`src/rtl/edge_search_pkg.sv`:
```
// Shared types for the run-length-qualified edge searcher: scan directions,
// controller states and the default coordinate width.
package edge_search_pkg;

  localparam int unsigned COORD_W_DEF = 10;

  typedef enum logic [1:0] {
    UP    = 2'd0,
    DOWN  = 2'd1,
    LEFT  = 2'd2,
    RIGHT = 2'd3
  } dir_t;

  typedef enum logic [2:0] {
    IDLE = 3'd0,
    LOAD = 3'd1,
    REQ  = 3'd2,
    EVAL = 3'd3,
    DONE = 3'd4
  } state_t;

endpackage

```
`src/rtl/scan_walker.sv`:
```
// Coordinate walker for edge_search_gen: latches the window, places the start
// corner, and steps along scan lines with stride-advanced line wraps.
module scan_walker
  import edge_search_pkg::*;
#(
  parameter int unsigned COORD_W  = COORD_W_DEF,
  parameter int unsigned STRIDE_W = 4
) (
  input  logic                clk,
  input  logic                reset_n,
  input  logic                load,
  input  logic                step,
  input  logic [COORD_W-1:0]  x0,
  input  logic [COORD_W-1:0]  y0,
  input  logic [COORD_W-1:0]  x1,
  input  logic [COORD_W-1:0]  y1,
  input  logic [1:0]          direction,
  input  logic [STRIDE_W-1:0] stride,
  output logic [COORD_W-1:0]  cur_x,
  output logic [COORD_W-1:0]  cur_y,
  output logic                line_wrap,
  output logic                out_of_window
);

  // One spare bit so a major-axis advance past the top of the range is visible.
  localparam int unsigned CW = COORD_W + 1;

  logic [CW-1:0] x_q, y_q;
  logic [CW-1:0] x0_q, y0_q, x1_q, y1_q;
  logic [CW-1:0] stride_q;
  dir_t          dir_q;

  logic [CW-1:0] nx, ny, cx, cy, adv_x, adv_y;

  assign cur_x = x_q[COORD_W-1:0];
  assign cur_y = y_q[COORD_W-1:0];

  always_comb begin
    cx = {1'b0, x0};
    cy = {1'b0, y0};
    if (dir_t'(direction) == LEFT) cx = {1'b0, x1};
    if (dir_t'(direction) == UP)   cy = {1'b0, y1};
  end

  always_comb begin
    adv_x         = x_q + stride_q;
    adv_y         = y_q + stride_q;
    nx            = x_q;
    ny            = y_q;
    line_wrap     = 1'b0;
    out_of_window = 1'b0;
    unique case (dir_q)
      RIGHT: begin
        if (x_q == x1_q) begin
          line_wrap     = 1'b1;
          out_of_window = adv_y > y1_q;
          nx            = x0_q;
          ny            = adv_y;
        end else begin
          nx = x_q + CW'(1);
        end
      end
      LEFT: begin
        if (x_q == x0_q) begin
          line_wrap     = 1'b1;
          out_of_window = adv_y > y1_q;
          nx            = x1_q;
          ny            = adv_y;
        end else begin
          nx = x_q - CW'(1);
        end
      end
      DOWN: begin
        if (y_q == y1_q) begin
          line_wrap     = 1'b1;
          out_of_window = adv_x > x1_q;
          ny            = y0_q;
          nx            = adv_x;
        end else begin
          ny = y_q + CW'(1);
        end
      end
      UP: begin
        if (y_q == y0_q) begin
          line_wrap     = 1'b1;
          out_of_window = adv_x > x1_q;
          ny            = y1_q;
          nx            = adv_x;
        end else begin
          ny = y_q - CW'(1);
        end
      end
    endcase
  end

  always_ff @(posedge clk or negedge reset_n) begin
    if (!reset_n) begin
      x_q      <= '0;
      y_q      <= '0;
      x0_q     <= '0;
      y0_q     <= '0;
      x1_q     <= '0;
      y1_q     <= '0;
      stride_q <= CW'(1);
      dir_q    <= UP;
    end else if (load) begin
      x_q      <= cx;
      y_q      <= cy;
      x0_q     <= {1'b0, x0};
      y0_q     <= {1'b0, y0};
      x1_q     <= {1'b0, x1};
      y1_q     <= {1'b0, y1};
      stride_q <= (stride == '0) ? CW'(1) : CW'(stride);
      dir_q    <= dir_t'(direction);
    end else if (step) begin
      x_q <= nx;
      y_q <= ny;
    end
  end

endmodule

```
`src/rtl/edge_search_gen.sv`:
```
// Run-length-qualified window scanner: fetches one pixel per req/ready
// handshake and reports the first run of min_run target pixels on a scan line.
// Define EDGE_SEARCH_GEN_PIXCOUNT_EN to add the pix_count output.
module edge_search_gen
  import edge_search_pkg::*;
#(
  parameter int unsigned COORD_W  = COORD_W_DEF,
  parameter int unsigned RUN_W    = 4,
  parameter int unsigned STRIDE_W = 4
) (
  input  logic                  clk,
  input  logic                  reset_n,
  input  logic                  start,
  input  logic                  abort,
  input  logic [COORD_W-1:0]    search_x0,
  input  logic [COORD_W-1:0]    search_y0,
  input  logic [COORD_W-1:0]    search_x1,
  input  logic [COORD_W-1:0]    search_y1,
  input  logic [1:0]            direction,
  input  logic                  polarity,
  input  logic [RUN_W-1:0]      min_run,
  input  logic [STRIDE_W-1:0]   stride,
  output logic                  busy,
  output logic                  done,
  output logic                  found,
  output logic [COORD_W-1:0]    found_x,
  output logic [COORD_W-1:0]    found_y,
  output logic [COORD_W-1:0]    pix_x,
  output logic [COORD_W-1:0]    pix_y,
  output logic                  req,
`ifdef EDGE_SEARCH_GEN_PIXCOUNT_EN
  output logic [2*COORD_W-1:0]  pix_count,
`endif
  input  logic                  pix,
  input  logic                  ready
);

  state_t               state_q, state_d;
  logic                 pix_q, pix_d;
  logic                 pol_q, pol_d;
  logic [RUN_W-1:0]     min_q, min_d;
  logic [RUN_W-1:0]     run_q, run_d;
  logic [COORD_W-1:0]   run_x_q, run_x_d, run_y_q, run_y_d;
  logic                 found_q, found_d;
  logic [COORD_W-1:0]   fx_q, fx_d, fy_q, fy_d;

  logic                 load, step, line_wrap, out_of_window;
  logic                 hit, start_run, qualify, empty_win;
  logic [RUN_W-1:0]     run_inc, run_next;

  scan_walker #(
    .COORD_W  (COORD_W),
    .STRIDE_W (STRIDE_W)
  ) u_walker (
    .clk           (clk),
    .reset_n       (reset_n),
    .load          (load),
    .step          (step),
    .x0            (search_x0),
    .y0            (search_y0),
    .x1            (search_x1),
    .y1            (search_y1),
    .direction     (direction),
    .stride        (stride),
    .cur_x         (pix_x),
    .cur_y         (pix_y),
    .line_wrap     (line_wrap),
    .out_of_window (out_of_window)
  );

  assign busy    = (state_q == LOAD) || (state_q == REQ) || (state_q == EVAL);
  assign done    = (state_q == DONE);
  assign req     = (state_q == REQ);
  assign found   = found_q;
  assign found_x = fx_q;
  assign found_y = fy_q;

  assign empty_win = (search_x0 > search_x1) || (search_y0 > search_y1);
  assign hit       = (pix_q == pol_q);
  assign run_inc   = (run_q == '1) ? run_q : run_q + RUN_W'(1);
  assign run_next  = hit ? run_inc : '0;
  assign start_run = hit && (run_q == '0);
  assign qualify   = hit && (run_inc == min_q);

  always_comb begin
    state_d = state_q;
    pix_d   = pix_q;
    pol_d   = pol_q;
    min_d   = min_q;
    run_d   = run_q;
    run_x_d = run_x_q;
    run_y_d = run_y_q;
    found_d = found_q;
    fx_d    = fx_q;
    fy_d    = fy_q;
    load    = 1'b0;
    step    = 1'b0;
    unique case (state_q)
      IDLE, DONE: begin
        if (start) begin
          state_d = LOAD;
          found_d = 1'b0;
          fx_d    = '0;
          fy_d    = '0;
        end
      end
      LOAD: begin
        load    = 1'b1;
        pol_d   = polarity;
        min_d   = (min_run == '0) ? RUN_W'(1) : min_run;
        run_d   = '0;
        if (abort || empty_win) state_d = DONE;
        else                    state_d = REQ;
      end
      REQ: begin
        if (abort) begin
          state_d = DONE;
        end else if (ready) begin
          pix_d   = pix;
          state_d = EVAL;
        end
      end
      EVAL: begin
        if (abort) begin
          state_d = DONE;
        end else if (qualify) begin
          found_d = 1'b1;
          fx_d    = start_run ? pix_x : run_x_q;
          fy_d    = start_run ? pix_y : run_y_q;
          state_d = DONE;
        end else if (out_of_window) begin
          state_d = DONE;
        end else begin
          step    = 1'b1;
          // Runs never span scan lines: a wrap discards the partial run.
          run_d   = line_wrap ? '0 : run_next;
          if (start_run) begin
            run_x_d = pix_x;
            run_y_d = pix_y;
          end
          state_d = REQ;
        end
      end
      default: state_d = IDLE;
    endcase
  end

  always_ff @(posedge clk or negedge reset_n) begin
    if (!reset_n) begin
      state_q <= IDLE;
      pix_q   <= 1'b0;
      pol_q   <= 1'b0;
      min_q   <= RUN_W'(1);
      run_q   <= '0;
      run_x_q <= '0;
      run_y_q <= '0;
      found_q <= 1'b0;
      fx_q    <= '0;
      fy_q    <= '0;
    end else begin
      state_q <= state_d;
      pix_q   <= pix_d;
      pol_q   <= pol_d;
      min_q   <= min_d;
      run_q   <= run_d;
      run_x_q <= run_x_d;
      run_y_q <= run_y_d;
      found_q <= found_d;
      fx_q    <= fx_d;
      fy_q    <= fy_d;
    end
  end

`ifdef EDGE_SEARCH_GEN_PIXCOUNT_EN
  logic [2*COORD_W-1:0] cnt_q;

  assign pix_count = cnt_q;

  always_ff @(posedge clk or negedge reset_n) begin
    if (!reset_n) begin
      cnt_q <= '0;
    end else if (state_q == LOAD) begin
      cnt_q <= '0;
    end else if (state_q == EVAL) begin
      cnt_q <= cnt_q + 1'b1;
    end
  end
`endif

endmodule

```
`config.mk`:
```
export PLATFORM = sky130hd
export DESIGN_NAME = edge_search_gen
export DESIGN_NICKNAME = d
export VERILOG_FILES = /design/src/rtl/edge_search_pkg.sv /design/src/rtl/scan_walker.sv /design/src/rtl/edge_search_gen.sv
export SDC_FILE = /design/constraint.sdc
export NUM_CORES = 1
export LEC_CHECK = 0
export CORE_UTILIZATION = 40
export CTS_CLUSTER_DIAMETER = 40
export DETAILED_ROUTE_END_ITERATION = 10
export PLACE_DENSITY = 0.64
export SKIP_LAST_GASP = 1
export SLEW_MARGIN = 40
export SYNTH_ARGS = -nofsm -noshare
export SYNTH_HDL_FRONTEND = slang
export SYNTH_SLANG_ARGS = --single-unit
```
`constraint.sdc`:
```
create_clock -name clk -period 4.1 [get_ports clk]
set_input_delay 0.615 -clock clk [delete_from_list [all_inputs] [get_ports clk]]
set_output_delay 0.615 -clock clk [all_outputs]
set_load 0.1 [all_outputs]
```
=== Word level (Yosys, flattened, before mapping) ===
Cells that the tools add are included.

* Flip-flop bits (word level): 129
* Output and inout bits: 44

* Add/sub/neg operators: 7
* Magnitude comparators: 4
* Equal/unequal tests: 25
* Muxes and demuxes: 61
* Bitwise logic cells: 3
* Reduce and logical (&&, ||, !) cells: 23

{| class="wikitable"
|+ Operators by type and width
! cell !! count
|-
| $mux 11 || 12
|-
| $mux 10 || 9
|-
| $pmux 11 s4 || 2
|-
| $eq 11x10->1 || 4
|-
| $pmux 10 s2 || 2
|-
| $mux 4 || 8
|-
| $add 11x1->11 const B || 2
|-
| $add 11x11->11 || 2
|-
| $gt 11x10->1 || 2
|-
| $sub 11x1->11 const B || 2
|-
| $mux 3 || 7
|-
| $gt 10x10->1 || 2
|-
| $mux 1 || 16
|-
| $ne 3x2->1 const B || 5
|-
| $logic_not 4->1 || 3
|-
| $pmux 3 s4 || 1
|-
| $reduce_and 4->1 || 3
|-
| $ne 2x2->1 const B || 5
|-
| $reduce_and 3->1 || 3
|-
| $pmux 1 s4 || 2
|-
| $pmux 4 s2 || 1
|-
| $eq 2x2->1 const B || 3
|-
| $eq 3x2->1 const B || 2
|-
| $reduce_bool 2->1 || 3
|-
| 15 further kinds || 22
|}

=== Longest topological paths before layout ===
Gate-level depths: netlist of the first run.

* Depth after elaboration: 10
* Mapped depth: 16

=== Cells and area by module ===
A second synthesis of the first run with hierarchy kept.

* Cells, all modules: 1,032
* Area, all modules: 9,462.8 µm²

{| class="wikitable"
|+ By module, submodules not included
! module !! instances !! cells each !! area an instance (µm²) !! sequential area each (µm²)
|-
| scan_walker || 1 || 727 || 6,088.3 || 1,702.9
|-
| edge_search_gen || 1 || 305 || 3,374.5 || 1,352.5
|}

=== Least setup slack after synthesis of the first run ===
OpenSTA, ideal clock, no wires.

* Path type: reg2reg
* Start: reg u_walker.x_q[0]
* End: reg run_x_q[7]
* Arrival: 3,549 ps
* Required time: 3,975 ps
* Slack: 426 ps
* Stages on the path, launching flop included: 15
* Path buffers: 1
* Clock period less this slack: 3,674 ps
* Cell sequence: dfrtp_1 > ha_1 > fa_1 > a211oi_1 > nor2_1 > xor2_1 > ha_1 > and4_1 > a2111oi_0 > a21o_1 > a32oi_1 > a21bo_2 > nor2_1 > buf_2 > mux2_2

* Longest elaborated chain between the ends: 6
* Elaborated cells on any way between the ends: 11
* Classes of those cells: 1 x add/sub; 1 x order compare; 2 x eq/ne; 5 x mux; 1 x bitwise; 1 x reduce/logical

{| class="wikitable"
|+ RTL lines
! element !! RTL line !! RTL
|-
| start: declaration || scan_walker.sv:28 || <nowiki>logic [CW-1:0] x_q, y_q;</nowiki>
|-
| start signal: assignment || scan_walker.sv:116 || <nowiki>x_q <= nx;</nowiki>
|-
| $add 11x11->11 || scan_walker.sv:46 || <nowiki>adv_x = x_q + stride_q;</nowiki>
|-
| $gt 11x10->1 || scan_walker.sv:76, scan_walker.sv:86 ||
|-
| $mux 1 (on tied branches) || scan_walker.sv:84, scan_walker.sv:74 ||
|-
| $pmux 1 s4 * || scan_walker.sv:52 || <nowiki>unique case (dir_q)</nowiki>
|-
| $not 1->1 (no line) * || - ||
|-
| $reduce_and 4->1 (no line) * || - ||
|-
| end signal: assignment || edge_search_gen.sv:166 || <nowiki>run_x_q <= run_x_d;</nowiki>
|-
| end: declaration || edge_search_gen.sv:43 || <nowiki>logic [COORD_W-1:0] run_x_q, run_x_d, run_y_q, run_y_d;</nowiki>
|}

Every way passes the cells marked *; elsewhere a longest branch is shown, timed or not.
A chain may end at the register's enable or synchronous reset.

=== Worst setup path in the final report of the first run ===
* Start: reg u_walker.stride_q[0]
* End: reg u_walker.y_q[9]

* Longest elaborated chain between the ends: 10
* Elaborated cells on any way between the ends: 20
* Classes of those cells: 2 x add/sub; 2 x order compare; 14 x mux; 2 x reduce/logical

{| class="wikitable"
|+ RTL lines
! element !! RTL line !! RTL
|-
| start: declaration || scan_walker.sv:30 || <nowiki>logic [CW-1:0] stride_q;</nowiki>
|-
| start signal: assignment || scan_walker.sv:113 || <nowiki>stride_q <= (stride == '0) ? CW'(1) : CW'(stride);</nowiki>
|-
| $add 11x11->11 (on tied branches) || scan_walker.sv:46, scan_walker.sv:47 ||
|-
| $gt 11x10->1 (on tied branches) || - ||
|-
| $mux 1 (on tied branches) || - ||
|-
| $pmux 1 s4 || scan_walker.sv:52 ||
|-
| $mux 1 || edge_search_gen.sv:131 || <nowiki>end else if (out_of_window) begin</nowiki>
|-
| $mux 1 || edge_search_gen.sv:126 || <nowiki>end else if (qualify) begin</nowiki>
|-
| $mux 1 || edge_search_gen.sv:124 || <nowiki>if (abort) begin</nowiki>
|-
| $mux 1 || edge_search_gen.sv:98 || <nowiki>unique case (state_q)</nowiki>
|-
| $reduce_bool 2->1 (no line) || - ||
|-
| $reduce_and 3->1 (no line) || - ||
|-
| end signal: assignment || scan_walker.sv:108 || <nowiki>y_q <= cy;</nowiki>
|-
| end signal: assignment || scan_walker.sv:117 || <nowiki>y_q <= ny;</nowiki>
|-
| end: declaration || scan_walker.sv:28 ||
|}

Parallel ways exist; a longest one is shown, timed or not. The select of a mux whose other input is x is not followed.

==> results of run 1 <==
==> logic make-up (layout without fill, tap and decap cells) <==
family                   Yosys count  count (layout)  share of synthesized area, %
AO/OA/AOI/OAI                    227             227                          15.8
AND/OR/NAND/NOR                  369             369                          18.3
XOR/XNOR                          87              87                          8.32
multiplexers                      77              77                          9.17
adder cells (fa/ha/maj)           56              56                          7.82
buffers and inverters            146             243                          7.26
flip-flops                       122             122                          33.4
==> synthesized netlist by cell type (all sizes together) (3+ instances only) <==
cell type,instances
o221ai,5
o21ai,73
xnor2,25
a31oi,4
nor2b,7
and4,3
dfrtp,120
nand2b,5
nand2,168
or3,3
a211oi,14
a2bb2oi,3
nand4,11
nor4,12
mux2i,37
nor3,27
o211ai,8
inv,54
and3,5
buf,48
o22ai,6
ha,54
nor2,68
xor2,62
and2,3
mux2,40
a221o,3
a21oi,63
a21o,11
a221oi,6
nor3b,3
o31ai,4
nand3,48
clkbuf,44
==> registers in the layout, summed over array words and instances, names as in the netlist, 2 cells and up <==
signal             cells
u_walker.x_q          11
u_walker.y_q          11
found_x               10
found_y               10
run_x_q               10
run_y_q               10
u_walker.x0_q         10
u_walker.x1_q         10
u_walker.y0_q         10
u_walker.y1_q         10
min_q                  4
run_q                  4
u_walker.stride_q      4
state_q                3
u_walker.dir_q         2
==> through the flow <==
step           setup TNS, ns  total power, mW
2_1_floorplan              0             6.40
3_3_place_gp               0             8.02
3_5_place_dp         -0.0587             7.98
4_1_cts                    0             9.62
5_1_grt               -0.458             10.5
6_report                   0             9.84
==> final timing paths <==
| check | slack, ns | startpoint | endpoint | depth (start not counted) |
|---|---|---|---|---|
| max | 0.11 | u_walker.stride_q[0] | u_walker.y_q[9] | 17 |
| min | 0.18 | reset_n | found_x[9] | 1 |
| max reg2reg | 0.11 | u_walker.stride_q[0] | u_walker.y_q[9] | 17 |
| min reg2reg | 0.46 | min_q[0] | min_q[0] | 2 |
| max in group asynchronous | 3.01 | reset_n | min_q[0] | 2 |
| min in group clk | 0.46 | min_q[0] | min_q[0] | 2 |
==> timing repair <==
item	CTS	global route
endpoints found under the setup margin	7	44
gates resized for setup	1	27
endpoints found under the hold margin	0	0
setup buffers	0	0
pin swaps	0	10
==> cell type report <==
class | instances | share of cell area [%]
multi-input combinational | 816 | 50.3
sequential | 122 | 27.8
timing repair buffer | 157 | 11.3
clock buffer | 19 | 4.11
tap | 280 | 3.18
inverter | 54 | 1.84
clock inverter | 13 | 1.51
==> critical path, cell delays in order (launching register included) <==
cell and delay (ns):
dfstp_2 0.37, buf_4 0.13, ha_2 0.18, fa_2 0.39
a211oi_4 0.32, nor3_2 0.09, xor2_1 0.17, ha_1 0.30
and4_1 0.24, nand3_2 0.09, o21bai_1 0.15, a21o_1 0.21
a32oi_2 0.21, buf_4 0.16, a21boi_2 0.07, buf_6 0.14
a21oi_4 0.29, mux2_4 0.34
==> power groups by stage <==
stage                     registers [mW]  clock network [mW]  logic (mW)
after floorplan                     1.98                   0        4.42
after global placement              2.11                   0        5.91
after detailed placement            2.13                   0        5.85
after CTS                           2.11                1.62        5.90
after global routing                2.18                1.68        6.60
final                               2.12                1.60        6.12
==> layer usage <==
| layer | routed length (um) | share of wire [%] | GRT usage [%] | up-vias |
|---|---|---|---|---|
| met3 | 1990 | 7.3 | 4.48 | 59 |
| met4 | 818 | 3.0 | 9.19 | 0 |
| met2 | 11400 | 42 | 34.3 | 344 |
| li1 | - | - | - | 3931 |
| met5 | 0 | 0 | 0 | - |
| met1 | 13100 | 48 | 34.8 | 3839 |
==> impl_results.md, run 1 <==
- Status: finished, final reports clean
- Finish-stage setup viols: 0
- Primary FF master, synth: dfrtp_1
- Die height: about 150 um
- Post-synthesis cell type count: 73
- Total Wirelength: between 20000 and 30000 um
- Gate power share: 62.2%
- Critical path arrival: 4.29 ns
- Int Pwr: a little under 5 mW
- Max-slew headroom: 44.4%
- Leakage: 5.21 nW
- Seq pwr share: 21.6%
- Core Rows: 54
- First-pass GRT wire length: between 40000 and 50000 um
- Area share of the largest cell type after synthesis: 32.8%
- Type of origin of the critical path: flop
- Fin crit period: approximately 4.0 ns
- Final hold vios: 0
- Layout Skew: 0.00895 ns
- Fillcell total: between 2000 and 2500
- Synth warn: 0
- Maximum clock rate: between 200 and 300 MHz
- Post-Syn Instances: about 1100
- Worst-Skew Late Latency: around 0.43 ns
- Synthesized Nets: around 1200
- Global placement routability congestion: ~0.96
- CTS tree: done
- FF/Latch Area: roughly 0.003 mm^2
- DR vias: between 8000 and 9000
- Post-Place Cells: 1429
- PwrDens: about 890 mW/mm^2
- Pre-CTS setup slack: -0.0167 ns
- GRT Total Usage: a little under a quarter
- Finished Layout Cells: about 1500
- Layout cells sized above 1: between 15 and 20%
- RSZ-0062 raised after global routing: yes
- CTS Buf Count: 17
- GRT Residual Overflow: 0
- Largest net degree at the start of global routing: between 80 and 90
- Crit Path Class: reg2reg
- Clk buf depth: 2
- PortBufs: 100
- CTS Sinks: 122
- Final setup margin: between 0.1 and 0.15 ns
- Design area: about 0.011 mm^2
- Vias per inst: 5.59
- Clock Pin Slew Worst Setup and Hold Paths: 0.06 ns
- CTS root buf: clkbuf_16
- Post-Syn Area: 0.00916 mm^2
- Remaining DRCs: 0
- Total Nets Final: 1281
- Detailed-route wire length per cell: 18.7 um
- Post-synthesis average cell area: 8.45 um^2
- Initial antenna violation count: 0
- H-tree levels: 4
- Crit Path Max Fanout: 7
- Worst VDD drop: roughly 0.00030 V
- DP Wirelength: slightly above 20000 um
- Cell taking the most area after synthesis: dfrtp_1
- DP Area: between 0.01 and 0.015 mm^2
- Core ar.: 0.0222 mm^2
- Via count of the first global-routing pass: between 7000 and 8000
- Hold slack: 0.176 ns
- Most common cell after layout, fill and taps aside: nand2_1
- Clock power frac: around 16%
- First-pass DRT Iterations: 5
- EDFF count, synth: 0
- Most frequent cells in the layout: nand2_1, dfrtp_1, o21ai_0
- Crit path required time: 4.41 ns
- Max Cap Violations: 0
- Worst Tran Pin Value: between 0.8 and 0.9 ns
- Area of the multi-input gates: 0.00554 mm^2
- Crit share post-route: 97.2%
- Iter 0 DRT Violations: about 650
- Layout area overhead: 20.3%
- Top post-synthesis cells by area: dfrtp_1, ha_1, nand2_1
- Slew Viols, Final: 0
- Synthesized flop and latch total: 122
- Antenna cells: 0
- Crit path capture type: flop
- Cts hold-fix bufs: 0
- Fin util: between 40% and 50%
- Die area: approximately 0.023 mm^2
- Async SR Flop Fraction: between 90% and 100%
- Number of routed nets with antenna violations: 0
- Sw frac: roughly 50%
- Min-delay worst type: in2async
- IO Pins: ~100
- P_sw: slightly below 5 mW
- Starting Density: between 40% and 50%
- Die Wd: roughly 150 um
- Part of the Yosys area used for sequential elements: around a third
Power figures use the tool's default switching activity.
==> run 2: changes to the inputs <==
--- a/config.mk
+++ b/config.mk
@@ -5,10 +5,10 @@
 export SDC_FILE = /design/constraint.sdc
 export NUM_CORES = 1
 export LEC_CHECK = 0
-export CORE_UTILIZATION = 40
+export CORE_UTILIZATION = 25
 export CTS_CLUSTER_DIAMETER = 40
 export DETAILED_ROUTE_END_ITERATION = 10
-export PLACE_DENSITY = 0.64
+export PLACE_DENSITY = 0.46
 export SKIP_LAST_GASP = 1
 export SLEW_MARGIN = 40
 export SYNTH_ARGS = -nofsm -noshare
==> run 2 against run 1 <==
The run now ends with DRC left; first-iteration DRC count is 19% higher; clock skew is 0.0079 ns higher; wire length is 17% higher.
==> impl_results.md, run 2 (synthesized netlist as in run 1, its figures left out) <==
- Status: complete, but fails checks
- Failing checks: DRC
- Clk buf depth: 2 (unchanged)
- IO Pins: 101 (unchanged)
- Die area: 0.0374 mm^2 (+59%)
- Seq pwr share: 21.6% (about the same)
- Maximum clock rate: 254 MHz (+1.2%)
- Gate power share: 61.4% (-0.8 points)
- Max-slew headroom: 46.0% (+1.6 points)
- Type of origin of the critical path: flop
- Fin crit period: 3.94 ns (-0.0455 ns)
- Number of routed nets with antenna violations: 0 (unchanged)
- DR vias: 8165 (-0.098%)
- Slew Viols, Final: 0 (unchanged)
- Remaining DRCs: 10 (+10)
- Critical path arrival: 4.25 ns (-0.04 ns)
- Crit Path Max Fanout: 20 (+13)
- PwrDens: 890 mW/mm^2 (-0.31%)
- P_sw: 5.08 mW (+3.0%)
- Layout area overhead: 22.1%
- Worst-Skew Late Latency: 0.43 ns (about the same)
- Iter 0 DRT Violations: 769 (+19%)
- H-tree levels: 4 (unchanged)
- Via count of the first global-routing pass: 8051 (+2.3%)
- Core ar.: 0.0358 mm^2 (+62%)
- Leakage: 5.20 nW (-0.20%)
- Max Cap Violations: 0 (unchanged)
- Hold slack: 0.274 ns (+0.0978 ns)
- Cts hold-fix bufs: 0 (unchanged)
- Most common cell after layout, fill and taps aside: nand2_1
- Min-delay worst type: in2async
- Antenna cells: 0 (unchanged)
- Finished Layout Cells: 1637 (+12%)
- Starting Density: 25.6% (-16 points)
- Post-Place Cells: 1603 (+12%)
- Core Rows: 69 (+28%)
- CTS Buf Count: 17 (unchanged)
- Total Nets Final: 1276 (-0.39%)
- First-pass GRT wire length: 49900 um (+15%)
- Die Wd: 193 um (+26%)
- Final hold vios: 0 (unchanged)
- Biggest regs: u_walker.x_q: 11 flops, u_walker.y_q: 11 flops
- Vias per inst: 4.99 (-11%)
- Int Pwr: 4.87 mW (-0.62%)
- Total Wirelength: 31900 um (+17%)
- Detailed-route wire length per cell: 19.5 um (+4.4%)
- Finish-stage setup viols: 0 (unchanged)
- Crit path required time: 4.41 ns (about the same)
- PortBufs: 100 (unchanged)
- Crit Path Class: reg2reg
- Clock Pin Slew Worst Setup and Hold Paths: 0.06 ns (about the same)
- GRT Residual Overflow: 0 (unchanged)
- Most frequent cells in the layout: nand2_1, dfrtp_1, o21ai_0
- Layout Skew: 0.0168 ns (+0.00789 ns)
- Largest net degree at the start of global routing: 123 (+52%)
- GRT Total Usage: 17.3% (-6.5 points)
- Crit share post-route: 96.1% (-1.1 points)
- Initial antenna violation count: 0 (unchanged)
- Clock power frac: 16.9% (+0.7 points)
- CTS tree: done
- CTS Sinks: 122 (unchanged)
- Worst Reg-to-Reg Cells: 15 (-2)
- Worst VDD drop: 0.000340 V (+14%)
- Die height: 193 um (+26%)
- Layout cells sized above 1: 16.2% (-1.5 points)
- RSZ-0062 raised after global routing: yes
- Sw frac: 51.1% (+0.89 points)
- Global placement routability congestion: 0.883 (-8.2%)
- Crit path capture type: flop
- First-pass DRT Iterations: 10 (+5)
- DP Wirelength: 24000 um (+17%)
- Worst Tran Pin Value: 0.810 ns (-0.0236 ns)
- CTS root buf: clkbuf_16
## run 2: changes by cell type in the layout (fill, tap and decap cells not counted), moves of 3 or more
cell	delta
ha_1	+3
buf_6	-3
buf_4	-3
nor2_2	-3
nor2_1	+4
ha_2	-3
## run 2: area by class of cell
cell class | instances | area (um^2)
clock inverters | 12 | 188
fillers | 3811 | 24600
repair buffers | 152 | 1210
inverters | 54 | 203
well taps | 461 | 577
clock buffers | 20 | 447
multi-input cells | 816 | 5500
flip-flops and latches | 122 | 3060
## run 2: metrics by stage
step	area [um^2]	utilization (%)	worst slack (ns)	power (mW)	setup TNS (ns)
floorplan	9160	-	0.426	6.40	0
global placement	10700	29.8	0.0850	8.16	0
detailed placement	10500	29.2	0.0391	8.06	0
CTS	11100	31.0	0.0752	9.80	0
global route	11200	31.2	-0.00286	10.6	-0.00406
finish	11200	31.2	0.160	9.95	0
## run 2: worst max-delay path, cell delays in order, from the launching register on
cell and delay (ns):
dfrtp_1 0.38, ha_1 0.22, fa_1 0.41, buf_4 0.16
a21o_1 0.15, a21oi_1 0.17, xnor2_1 0.19, ha_1 0.30
a21o_1 0.19, a2111oi_2 0.36, a21o_1 0.22, a32oi_4 0.09
a21bo_2 0.26, nor2_1 0.17, buf_12 0.20, mux2_2 0.35
## run 2: final timing paths
kind	from	to	slack [ns]
hold reg to reg	min_q[0]	min_q[0]	0.47
setup reg to reg	u_walker.x_q[0]	run_x_q[5]	0.16
hold / removal	reset_n	found	0.27
min in group clk	min_q[0]	min_q[0]	0.47
max in group asynchronous	reset_n	u_walker.y1_q[7]	3.26
setup / recovery	u_walker.x_q[0]	run_x_q[5]	0.16
## run 2: power groups by stage
stage	sequential (mW)	combinational [mW]	clock (mW)
final	2.15	6.11	1.69
after global routing	2.22	6.64	1.77
after CTS	2.15	5.94	1.71
after detailed placement	2.17	5.89	0
after global placement	2.16	6.00	0
after floorplan	1.98	4.42	0
## run 2: repair_timing
action / 4_1_cts / 5_1_grt
buffers inserted: 0 / 2
gates resized for setup: 1 / 13
setup endpoints to repair: 1 / 39
pin swaps: 0 / 2
## run 2: per-layer routing
layer	GRT usage (%)	vias to the layer above	share of wire (%)
li1	-	3939	-
met4	4.83	0	1.8
met2	24.5	274	41
met1	26.9	3913	52
met3	2.27	39	5.3
met5	0	-	0
